[config.mk]
export PLATFORM = sky130hd
export DESIGN_NAME = mips_mdu
export DESIGN_NICKNAME = d
export VERILOG_FILES = /design/src/rtl/mips_pkg.sv /design/src/rtl/mips_mdu_step.sv /design/src/rtl/mips_mdu.sv
export SDC_FILE = /design/constraint.sdc
export NUM_CORES = 1
export LEC_CHECK = 0
export CELL_PAD_IN_SITES_DETAIL_PLACEMENT = 1
export CELL_PAD_IN_SITES_GLOBAL_PLACEMENT = 2
export CORE_MARGIN = 8
export CORE_UTILIZATION = 39
export CTS_BUF_LIST = sky130_fd_sc_hd__clkbuf_4 sky130_fd_sc_hd__clkbuf_8
export CTS_CLUSTER_DIAMETER = 60
export DETAILED_ROUTE_END_ITERATION = 8
export HOLD_SLACK_MARGIN = 0.08
export PLACE_DENSITY_LB_ADDON = 0.1
export SYNTH_ARGS = -nofsm -noshare
export SYNTH_HDL_FRONTEND = slang
export SYNTH_SLANG_ARGS = --single-unit
[constraint.sdc]
create_clock -name clk -period 8.55 [get_ports clk]
set_clock_uncertainty 0.2 [all_clocks]
set_input_delay 1.71 -clock clk [delete_from_list [all_inputs] [get_ports clk]]
set_output_delay 1.71 -clock clk [all_outputs]
set_load 0.01 [all_outputs]
[src/rtl/mips_pkg.sv]
// mips_pkg
// Shared MIPS datapath definitions: R-type funct codes for the ALU and the
// multiply/divide unit, the MDU state and operation enums, and a small
// decode helper used by the MDU front end.
`timescale 1ns/1ps
package mips_pkg;

  // ALU R-type funct codes
  localparam logic [5:0] FUNCT_ADD   = 6'b100000;
  localparam logic [5:0] FUNCT_ADDU  = 6'b100001;
  localparam logic [5:0] FUNCT_SUB   = 6'b100010;
  localparam logic [5:0] FUNCT_SUBU  = 6'b100011;
  localparam logic [5:0] FUNCT_AND   = 6'b100100;
  localparam logic [5:0] FUNCT_OR    = 6'b100101;
  localparam logic [5:0] FUNCT_XOR   = 6'b100110;
  localparam logic [5:0] FUNCT_NOR   = 6'b100111;
  localparam logic [5:0] FUNCT_SLT   = 6'b101010;
  localparam logic [5:0] FUNCT_SLTU  = 6'b101011;

  // HI/LO move and multiply/divide funct codes
  localparam logic [5:0] FUNCT_MFHI  = 6'b010000;
  localparam logic [5:0] FUNCT_MTHI  = 6'b010001;
  localparam logic [5:0] FUNCT_MFLO  = 6'b010010;
  localparam logic [5:0] FUNCT_MTLO  = 6'b010011;
  localparam logic [5:0] FUNCT_MULT  = 6'b011000;
  localparam logic [5:0] FUNCT_MULTU = 6'b011001;
  localparam logic [5:0] FUNCT_DIV   = 6'b011010;
  localparam logic [5:0] FUNCT_DIVU  = 6'b011011;

  typedef enum logic [1:0] {IDLE, RUN, FIX} mdu_state_t;
  typedef enum logic {OP_MUL, OP_DIV} mdu_op_t;

  // Signed requests are the ones whose operands need magnitude conversion
  // and whose results need sign correction afterwards.
  function automatic logic is_signed_funct(input logic [5:0] f);
    return (f == FUNCT_MULT) || (f == FUNCT_DIV);
  endfunction

endpackage

[src/rtl/mips_mdu_step.sv]
// mips_mdu_step
// One iteration of the MDU datapath, purely combinational.
//   op         : OP_MUL = add-shift step, OP_DIV = restoring divide step
//   acc_hi     : upper accumulator / partial remainder (WIDTH+1 bits)
//   acc_lo     : multiplier bits (multiply) or dividend/quotient bits (divide)
//   opnd       : multiplicand or divisor magnitude
//   acc_hi_nxt, acc_lo_nxt : accumulator after this iteration
`timescale 1ns/1ps
module mips_mdu_step
  import mips_pkg::*;
#(
  parameter int WIDTH = 32
) (
  input  mdu_op_t            op,
  input  logic [WIDTH:0]     acc_hi,
  input  logic [WIDTH-1:0]   acc_lo,
  input  logic [WIDTH-1:0]   opnd,
  output logic [WIDTH:0]     acc_hi_nxt,
  output logic [WIDTH-1:0]   acc_lo_nxt
);

  logic [WIDTH:0]   sum;
  logic [WIDTH:0]   shifted;
  logic [WIDTH+1:0] trial;

  // Multiply: add the multiplicand when the current multiplier LSB is set,
  // then shift the whole {sum, multiplier} pair right by one. Divide: shift
  // the next dividend bit into the remainder and keep the subtraction only
  // when it does not go negative; that decision is the new quotient bit.
  always_comb begin
    sum        = acc_hi + (acc_lo[0] ? {1'b0, opnd} : '0);
    shifted    = {acc_hi[WIDTH-1:0], acc_lo[WIDTH-1]};
    trial      = {1'b0, shifted} - {2'b00, opnd};
    acc_hi_nxt = acc_hi;
    acc_lo_nxt = acc_lo;
    if (op == OP_MUL) begin
      acc_hi_nxt = {1'b0, sum[WIDTH:1]};
      acc_lo_nxt = {sum[0], acc_lo[WIDTH-1:1]};
    end else begin
      acc_hi_nxt = trial[WIDTH+1] ? shifted : trial[WIDTH:0];
      acc_lo_nxt = {acc_lo[WIDTH-2:0], ~trial[WIDTH+1]};
    end
  end

endmodule

[src/rtl/mips_mdu.sv]
// mips_mdu
// Iterative multiply/divide unit owning the HI/LO register pair.
//   clk, rst_n : rising-edge clock, asynchronous active-low reset
//   start/func : request and its R-type funct (sampled only when idle)
//   a, b       : rs / rt operands
//   busy       : an iterative op is in flight (RUN or FIX)
//   done, div0 : one-cycle pulses when a mult/div finishes (div0 = b was 0)
//   hi, lo     : HI and LO registers
`timescale 1ns/1ps
module mips_mdu
  import mips_pkg::*;
#(
  parameter int WIDTH = 32
) (
  input  logic             clk,
  input  logic             rst_n,
  input  logic             start,
  input  logic [5:0]       func,
  input  logic [WIDTH-1:0] a,
  input  logic [WIDTH-1:0] b,
  output logic             busy,
  output logic             done,
  output logic             div0,
  output logic [WIDTH-1:0] hi,
  output logic [WIDTH-1:0] lo
);

  localparam int CNT_W = $clog2(WIDTH);

  mdu_state_t         state_q, state_d;
  mdu_op_t            op_q, op_d;
  logic               neg_quo_q, neg_quo_d;
  logic               neg_rem_q, neg_rem_d;
  logic [CNT_W-1:0]   count_q, count_d;
  logic [WIDTH-1:0]   opnd_q, opnd_d;
  logic [WIDTH:0]     acc_hi_q, acc_hi_d;
  logic [WIDTH-1:0]   acc_lo_q, acc_lo_d;
  logic [WIDTH-1:0]   hi_q, hi_d;
  logic [WIDTH-1:0]   lo_q, lo_d;
  logic               done_q, done_d;
  logic               div0_q, div0_d;

  logic               signed_req;
  logic               is_div_req;
  logic [WIDTH-1:0]   a_mag, b_mag;
  logic [WIDTH:0]     step_hi;
  logic [WIDTH-1:0]   step_lo;
  logic [2*WIDTH-1:0] prod, prod_fix;
  logic [WIDTH-1:0]   quo_fix, rem_fix;

  // The iterations run on unsigned magnitudes; signs are reapplied in FIX.
  assign signed_req = is_signed_funct(func);
  assign is_div_req = (func == FUNCT_DIV) || (func == FUNCT_DIVU);
  assign a_mag      = (signed_req && a[WIDTH-1]) ? -a : a;
  assign b_mag      = (signed_req && b[WIDTH-1]) ? -b : b;

  assign prod     = {acc_hi_q[WIDTH-1:0], acc_lo_q};
  assign prod_fix = neg_quo_q ? -prod : prod;
  assign quo_fix  = neg_quo_q ? -acc_lo_q : acc_lo_q;
  assign rem_fix  = neg_rem_q ? -acc_hi_q[WIDTH-1:0] : acc_hi_q[WIDTH-1:0];

  mips_mdu_step #(.WIDTH(WIDTH)) u_step (
    .op         (op_q),
    .acc_hi     (acc_hi_q),
    .acc_lo     (acc_lo_q),
    .opnd       (opnd_q),
    .acc_hi_nxt (step_hi),
    .acc_lo_nxt (step_lo)
  );

  // Next-state logic. For a multiply the multiplier (b) sits in the low
  // accumulator half and a is added in; for a divide the dividend (a) is
  // shifted out of the low half while quotient bits shift in behind it.
  // Divide by zero still runs all iterations but leaves HI/LO untouched.
  always_comb begin
    state_d   = state_q;
    op_d      = op_q;
    neg_quo_d = neg_quo_q;
    neg_rem_d = neg_rem_q;
    count_d   = count_q;
    opnd_d    = opnd_q;
    acc_hi_d  = acc_hi_q;
    acc_lo_d  = acc_lo_q;
    hi_d      = hi_q;
    lo_d      = lo_q;
    done_d    = 1'b0;
    div0_d    = 1'b0;
    case (state_q)
      IDLE: begin
        if (start) begin
          case (func)
            FUNCT_MTHI: hi_d = a;
            FUNCT_MTLO: lo_d = a;
            FUNCT_MULT, FUNCT_MULTU, FUNCT_DIV, FUNCT_DIVU: begin
              op_d      = is_div_req ? OP_DIV : OP_MUL;
              neg_quo_d = signed_req & (a[WIDTH-1] ^ b[WIDTH-1]);
              neg_rem_d = (func == FUNCT_DIV) & a[WIDTH-1];
              count_d   = CNT_W'(WIDTH - 1);
              acc_hi_d  = '0;
              acc_lo_d  = is_div_req ? a_mag : b_mag;
              opnd_d    = is_div_req ? b_mag : a_mag;
              state_d   = RUN;
            end
            default: ;
          endcase
        end
      end
      RUN: begin
        acc_hi_d = step_hi;
        acc_lo_d = step_lo;
        count_d  = count_q - CNT_W'(1);
        if (count_q == '0) state_d = FIX;
      end
      FIX: begin
        state_d = IDLE;
        done_d  = 1'b1;
        if (op_q == OP_MUL) begin
          hi_d = prod_fix[2*WIDTH-1:WIDTH];
          lo_d = prod_fix[WIDTH-1:0];
        end else if (opnd_q == '0) begin
          div0_d = 1'b1;
        end else begin
          hi_d = rem_fix;
          lo_d = quo_fix;
        end
      end
      default: state_d = IDLE;
    endcase
  end

  // State and datapath registers; reset aborts any op in flight.
  always_ff @(posedge clk or negedge rst_n) begin
    if (!rst_n) begin
      state_q   <= IDLE;
      op_q      <= OP_MUL;
      neg_quo_q <= 1'b0;
      neg_rem_q <= 1'b0;
      count_q   <= '0;
      opnd_q    <= '0;
      acc_hi_q  <= '0;
      acc_lo_q  <= '0;
      hi_q      <= '0;
      lo_q      <= '0;
      done_q    <= 1'b0;
      div0_q    <= 1'b0;
    end else begin
      state_q   <= state_d;
      op_q      <= op_d;
      neg_quo_q <= neg_quo_d;
      neg_rem_q <= neg_rem_d;
      count_q   <= count_d;
      opnd_q    <= opnd_d;
      acc_hi_q  <= acc_hi_d;
      acc_lo_q  <= acc_lo_d;
      hi_q      <= hi_d;
      lo_q      <= lo_d;
      done_q    <= done_d;
      div0_q    <= div0_d;
    end
  end

  assign busy = (state_q != IDLE);
  assign done = done_q;
  assign div0 = div0_q;
  assign hi   = hi_q;
  assign lo   = lo_q;

endmodule

After elaboration in Yosys (flattened, before gate mapping)
Index checks and enable logic that the tools add are counted.

Logic and storage cells: 93. Input bits: 73. Flip-flop bits (word level): 173. Output and inout port bits: 67.

Bitwise operators: 4. Reductions and logical operators: 16. Add/sub/neg operators: 8. Equality and inequality tests: 14. Mux-type cells: 39.

Operators with widths (number): $mux 32 (18); $pmux 32 s2 (3); $mux 33 (4); $neg 32->32 (4); $pmux 33 s2 (1); $mux 64 (1); $neg 64->64 (1); $eq 6x5->1 const B (6); $sub 33x32->34 (1); $add 33x33->33 (1); $logic_not 32->1 (1); $mux 5 (2); $pmux 5 s2 (1); $reduce_and 3->1 (3); $reduce_and 4->1 (2); $mux 2 (3); $ne 2x1->1 const B (3); $reduce_bool 2->1 (3); $logic_not 5->1 (1); $mux 1 (5); $sub 5x1->5 const B (1); $ne 2x2->1 const B (2); $pmux 2 s2 (1); $reduce_or 4->1 (1); 9 further kinds (12).

Depth between registers and ports, before layout
Depth after elaboration: 8. Gate-level depth with buffers: 14. Mapped depth without buffers: 13.

Hierarchy
Synthesis repeated with hierarchy kept, for this count alone.

Cells, all modules: 1996. Area, all modules: 15524.9 um^2.

Modules (own cells, without submodules): mips_mdu (area an instance 10834.1 um^2, cells each 1291, times used 1, seq. area each 4329.2 um^2); mips_mdu_step (area an instance 4690.7 um^2, cells each 705, times used 1, seq. area each 0.0 um^2).

Least setup slack after synthesis
OpenSTA, ideal clock, no wires.

Path kind: input port to flip-flop. Start point: in a[0]. End point: reg opnd_q[26]. Data arrival time: 3.616 ns. Path slack: 4.608 ns. Cell stages on the path: 9. Library setup time: 0.126 ns. Required time: 8.224 ns. Path through: inv_1 > ha_1 > nor3b_1 > nand3b_1 > nor3_1 > nor3b_1 > a21oi_1 > xor2_1 > a221o_1.

Longest elaborated chain between the ends: 3.

RTL lines: start: declaration (RTL line mips_mdu.sv:19) `input logic [WIDTH-1:0] a,`; $neg 32->32 (RTL line mips_mdu.sv:54) `assign a_mag = (signed_req && a[WIDTH-1]) ? -a : a;`; $mux 32 (RTL line mips_mdu.sv:54); $mux 32 (RTL line mips_mdu.sv:101) `opnd_d = is_div_req ? b_mag : a_mag;`; end signal: assignment (RTL line mips_mdu.sv:152) `opnd_q <= opnd_d;`; end: declaration (RTL line mips_mdu.sv:35) `logic [WIDTH-1:0] opnd_q, opnd_d;`.

Every way passes these cells. A chain may end at the register's enable or synchronous reset.

Worst setup path after layout
Start point: in a[0]. End point: reg acc_lo_q[16].

Longest elaborated chain between the ends: 6.

RTL lines: $neg 32->32 (RTL line mips_mdu.sv:54); $mux 32 (RTL line mips_mdu.sv:54); $mux 32 (RTL line mips_mdu.sv:100) `acc_lo_d = is_div_req ? a_mag : b_mag;`; $mux 32 (RTL line mips_mdu.sv:91) `case (func)`; $mux 32 (RTL line mips_mdu.sv:90) `if (start) begin`; $pmux 32 s2 (RTL line mips_mdu.sv:88) `case (state_q)`; end signal: assignment (RTL line mips_mdu.sv:154) `acc_lo_q <= acc_lo_d;`; end: declaration (RTL line mips_mdu.sv:37) `logic [WIDTH-1:0] acc_lo_q, acc_lo_d;`.

Every way passes these cells. The select of a mux whose other input is x is not followed.

==> impl_metrics.yaml <==
timing:
  tightest_slew_ns: 1.19
  min_period_over_period: 0.570
  hold_viol_final: 0
  clock.fmax_mhz: 205
  setup_slack_ns: 3.67
  rsz0062_at_grt: "no"
  fin_crit_ns: 4.88
  finalSetupViolations: 0
  slew_violations: 0
  setup_tns_ns: 0
  slew_headroom: 0.207
run_status:
  status: "finished clean"
routing:
  dr.pass1.iters: 5
  met2_length_um: 29900
  wl_um: 67800
  drt_iter0_drc: 1268
  wl_met1_um: 32400
  vias: 15900
  ant_nets: 0
  vias_per_cell: 6.23
  post-route-drc-count: 0
  wl_per_cell_um: 26.5
  met3_length_um: 3890
  highest_layer: "met4"
clock_tree:
  cts_tree: "yes"
  clockBufferDepth: 2
  postCtsHoldBufs: 0
  cts_buffers: 17
  cts_setup_buffers: 0
  cts.sinks: 173
  cts-resized-gates: 0
  ctsRootBufferMaster: "clkbuf_8"
  htreeDepth: 4
  cts.clk_slew.worst_paths_ns: 0.11
  clkLatencyLatePin_ns: 0.52
die:
  die_y_um: 214
  die_area_mm2: 0.0459
  row_count: 72
  die_w_um: 214
  core_area_mm2: 0.0387
  initial_utilization: 0.395
  io_pins: 140
flow_run:
  max-cap-violations: 0
synthesis:
  syn-mean-instance-area_um2: 7.78
  async_flop_share: 1.00
  syn-cell-area_mm2: 0.0153
  synth_nets: 2114
  yosysSeqAreaShare: 0.283
  synth_edf_count: 0
  synth_cell_types: 81
  synthFlopType: "dfrtp_1"
  yosysWarnings: 0
  synth_seq_cells: 173
  netlist_instances: 1969
placed_design:
  gp_congestion: 0.935
  hpwl_um: 52400
  place_area_mm2: 0.0170
  pre_cts_slack_ns: 3.24
  io_buffers: 139
global_routing:
  overflow: 0
  grt_pass1_vias: 15800
  grt_max_degree: 85
  grt_usage: 0.288
  antenna_found_initial: 0
  grt_pass1_wl_um: 103000
critical_path:
  r2r-end: "acc_hi_q[20]"
  start_kind: "primary input"
  cp_max_fo: 6
  cp.arrival_ns: 5.13
  r2r_start: "acc_hi_q[3]"
  critPathRequiredTime_ns: 8.81
  worst-r2r-cell-count: 11
  reg2reg_slack_ns: 3.95
  critPathCaptureType: "register"
  path_class: "primary input to register"
hold_path:
  worstHoldStart: "hi[19]"
  min_path_type: "register to register"
  min_to: "hi[19]"
  hold_depth: 2
layout:
  fillers: 4749
  final_common_cell: "nor2_1"
  syn_to_final_growth_pct: 13.7
  nNetsFinal: 2171
  final_cell_mix: "nor2_1, nand2_1, a21oi_1, dfrtp_1, clkdlybuf4s50_1"
  multi_input_area_mm2: 0.0103
  seq_area_mm2: 0.00433
  design_area_mm2: 0.0174
  drive_gt1_frac: 0.0466
power:
  pwr-share-clk: 0.120
  p_switching_uw: 2570
  switching_share: 0.520
  seq_power_share: 0.314
  cellPowerDensity_mw_per_mm2: 284
  ir_drop_mv: 0.167
  p_leak_uw: 0.00699
  combPwrFrac: 0.566
  intPower_uw: 2370
-- through the flow --
step	cells	util	power, µW	hold slack [ns]
finish	2558	0.450	4950	0.285
global route	2557	0.449	5290	0.312
CTS	2557	0.449	4900	0.290
detailed placement	2525	0.440	4300	0.268
global placement	2525	0.440	4230	0.261
floorplan	1969	-	3320	0.279
-- flip-flops by register name, indices dropped and copies added (netlist names) --
name,cells
neg_quo_q,1
op_q,1
div0,1
hi,32
count_q,5
acc_lo_q,32
neg_rem_q,1
state_q,2
opnd_q,32
acc_hi_q,33
lo,32
done,1
-- worst max-delay path, stage by stage --
cell	delay [ns]
clkdlybuf4s50_1	0.49
inv_1	0.21
ha_1	0.20
nor3b_1	0.49
nand3b_1	0.21
nor3_1	0.61
a21oi_1	0.18
xor2_1	0.35
nor2_1	0.10
a211oi_1	0.34
a211oi_1	0.08
a21oi_1	0.15
-- cell usage after synthesis, types with 23 or more instances --
cell,number,share of area
nor2_1,232,0.057
nand2_1,187,0.046
a21oi_1,177,0.058
dfrtp_1,173,0.28
o21ai_0,134,0.044
clkbuf_1,105,0.026
xnor2_1,103,0.059
inv_1,71,0.017
ha_1,70,0.057
xor2_1,69,0.039
a211oi_1,57,0.028
o31ai_1,46,0.023
nor3_1,42,0.014
mux2i_1,39,0.025
a21o_1,35,0.017
nand2b_1,25,0.010
nor4_1,25,0.010
a31oi_1,24,0.0098
nand3_1,24,0.0078
o211ai_1,23,0.011
o21ai_1,23,0.0075
-- power groups by stage --
stage          Sequential, µW  Clock (µW)  Combinational, µW
2_1_floorplan            1230           0               2090
3_3_place_gp             1530           0               2690
3_5_place_dp             1540           0               2760
4_1_cts                  1520         602               2770
5_1_grt                  1570         628               3100
6_report                 1550         593               2800
-- metal layers --
metal	global-route usage	vias up
li1	-	7277
met1	0.419	8051
met2	0.445	548
met3	0.0326	59
met4	0.0775	0
met5	0	-
-- area by class of cell --
cell class | count | share of cell area
tap | 518 | 0.0372
multi-input combinational | 1603 | 0.589
inverter | 72 | 0.0155
clock buffer | 20 | 0.0151
clock inverter | 12 | 0.00604
sequential | 173 | 0.249
antenna | 1 | 0.000144
timing repair buffer | 159 | 0.0886
-- logic make-up (layout without fill, tap and decap cells) --
logic type	count (synthesis)	after routing	share of synthesized area
AOI/OAI and AO/OA	654	654	0.275
buffers and inverters	193	263	0.0490
adders and majority gates	72	72	0.0598
DFF	173	173	0.283
muxes	44	44	0.0292
and+or+nand+nor	661	661	0.206
xor gates and xnor gates	172	172	0.0984
other	0	1	0
-- worst max-delay path by stage --
stage	from	endpoint	slack (ns)	depth (start not counted)
floorplan	a[0]	opnd_q[26]	4.61	9
global placement	a[1]	acc_lo_q[18]	3.34	12
detailed placement	func[4]	acc_lo_q[15]	3.24	10
CTS	func[4]	acc_lo_q[15]	3.74	10
global route	func[4]	acc_lo_q[15]	3.52	10
finish	a[0]	acc_lo_q[16]	3.67	12
Power figures use the tool's default switching activity.
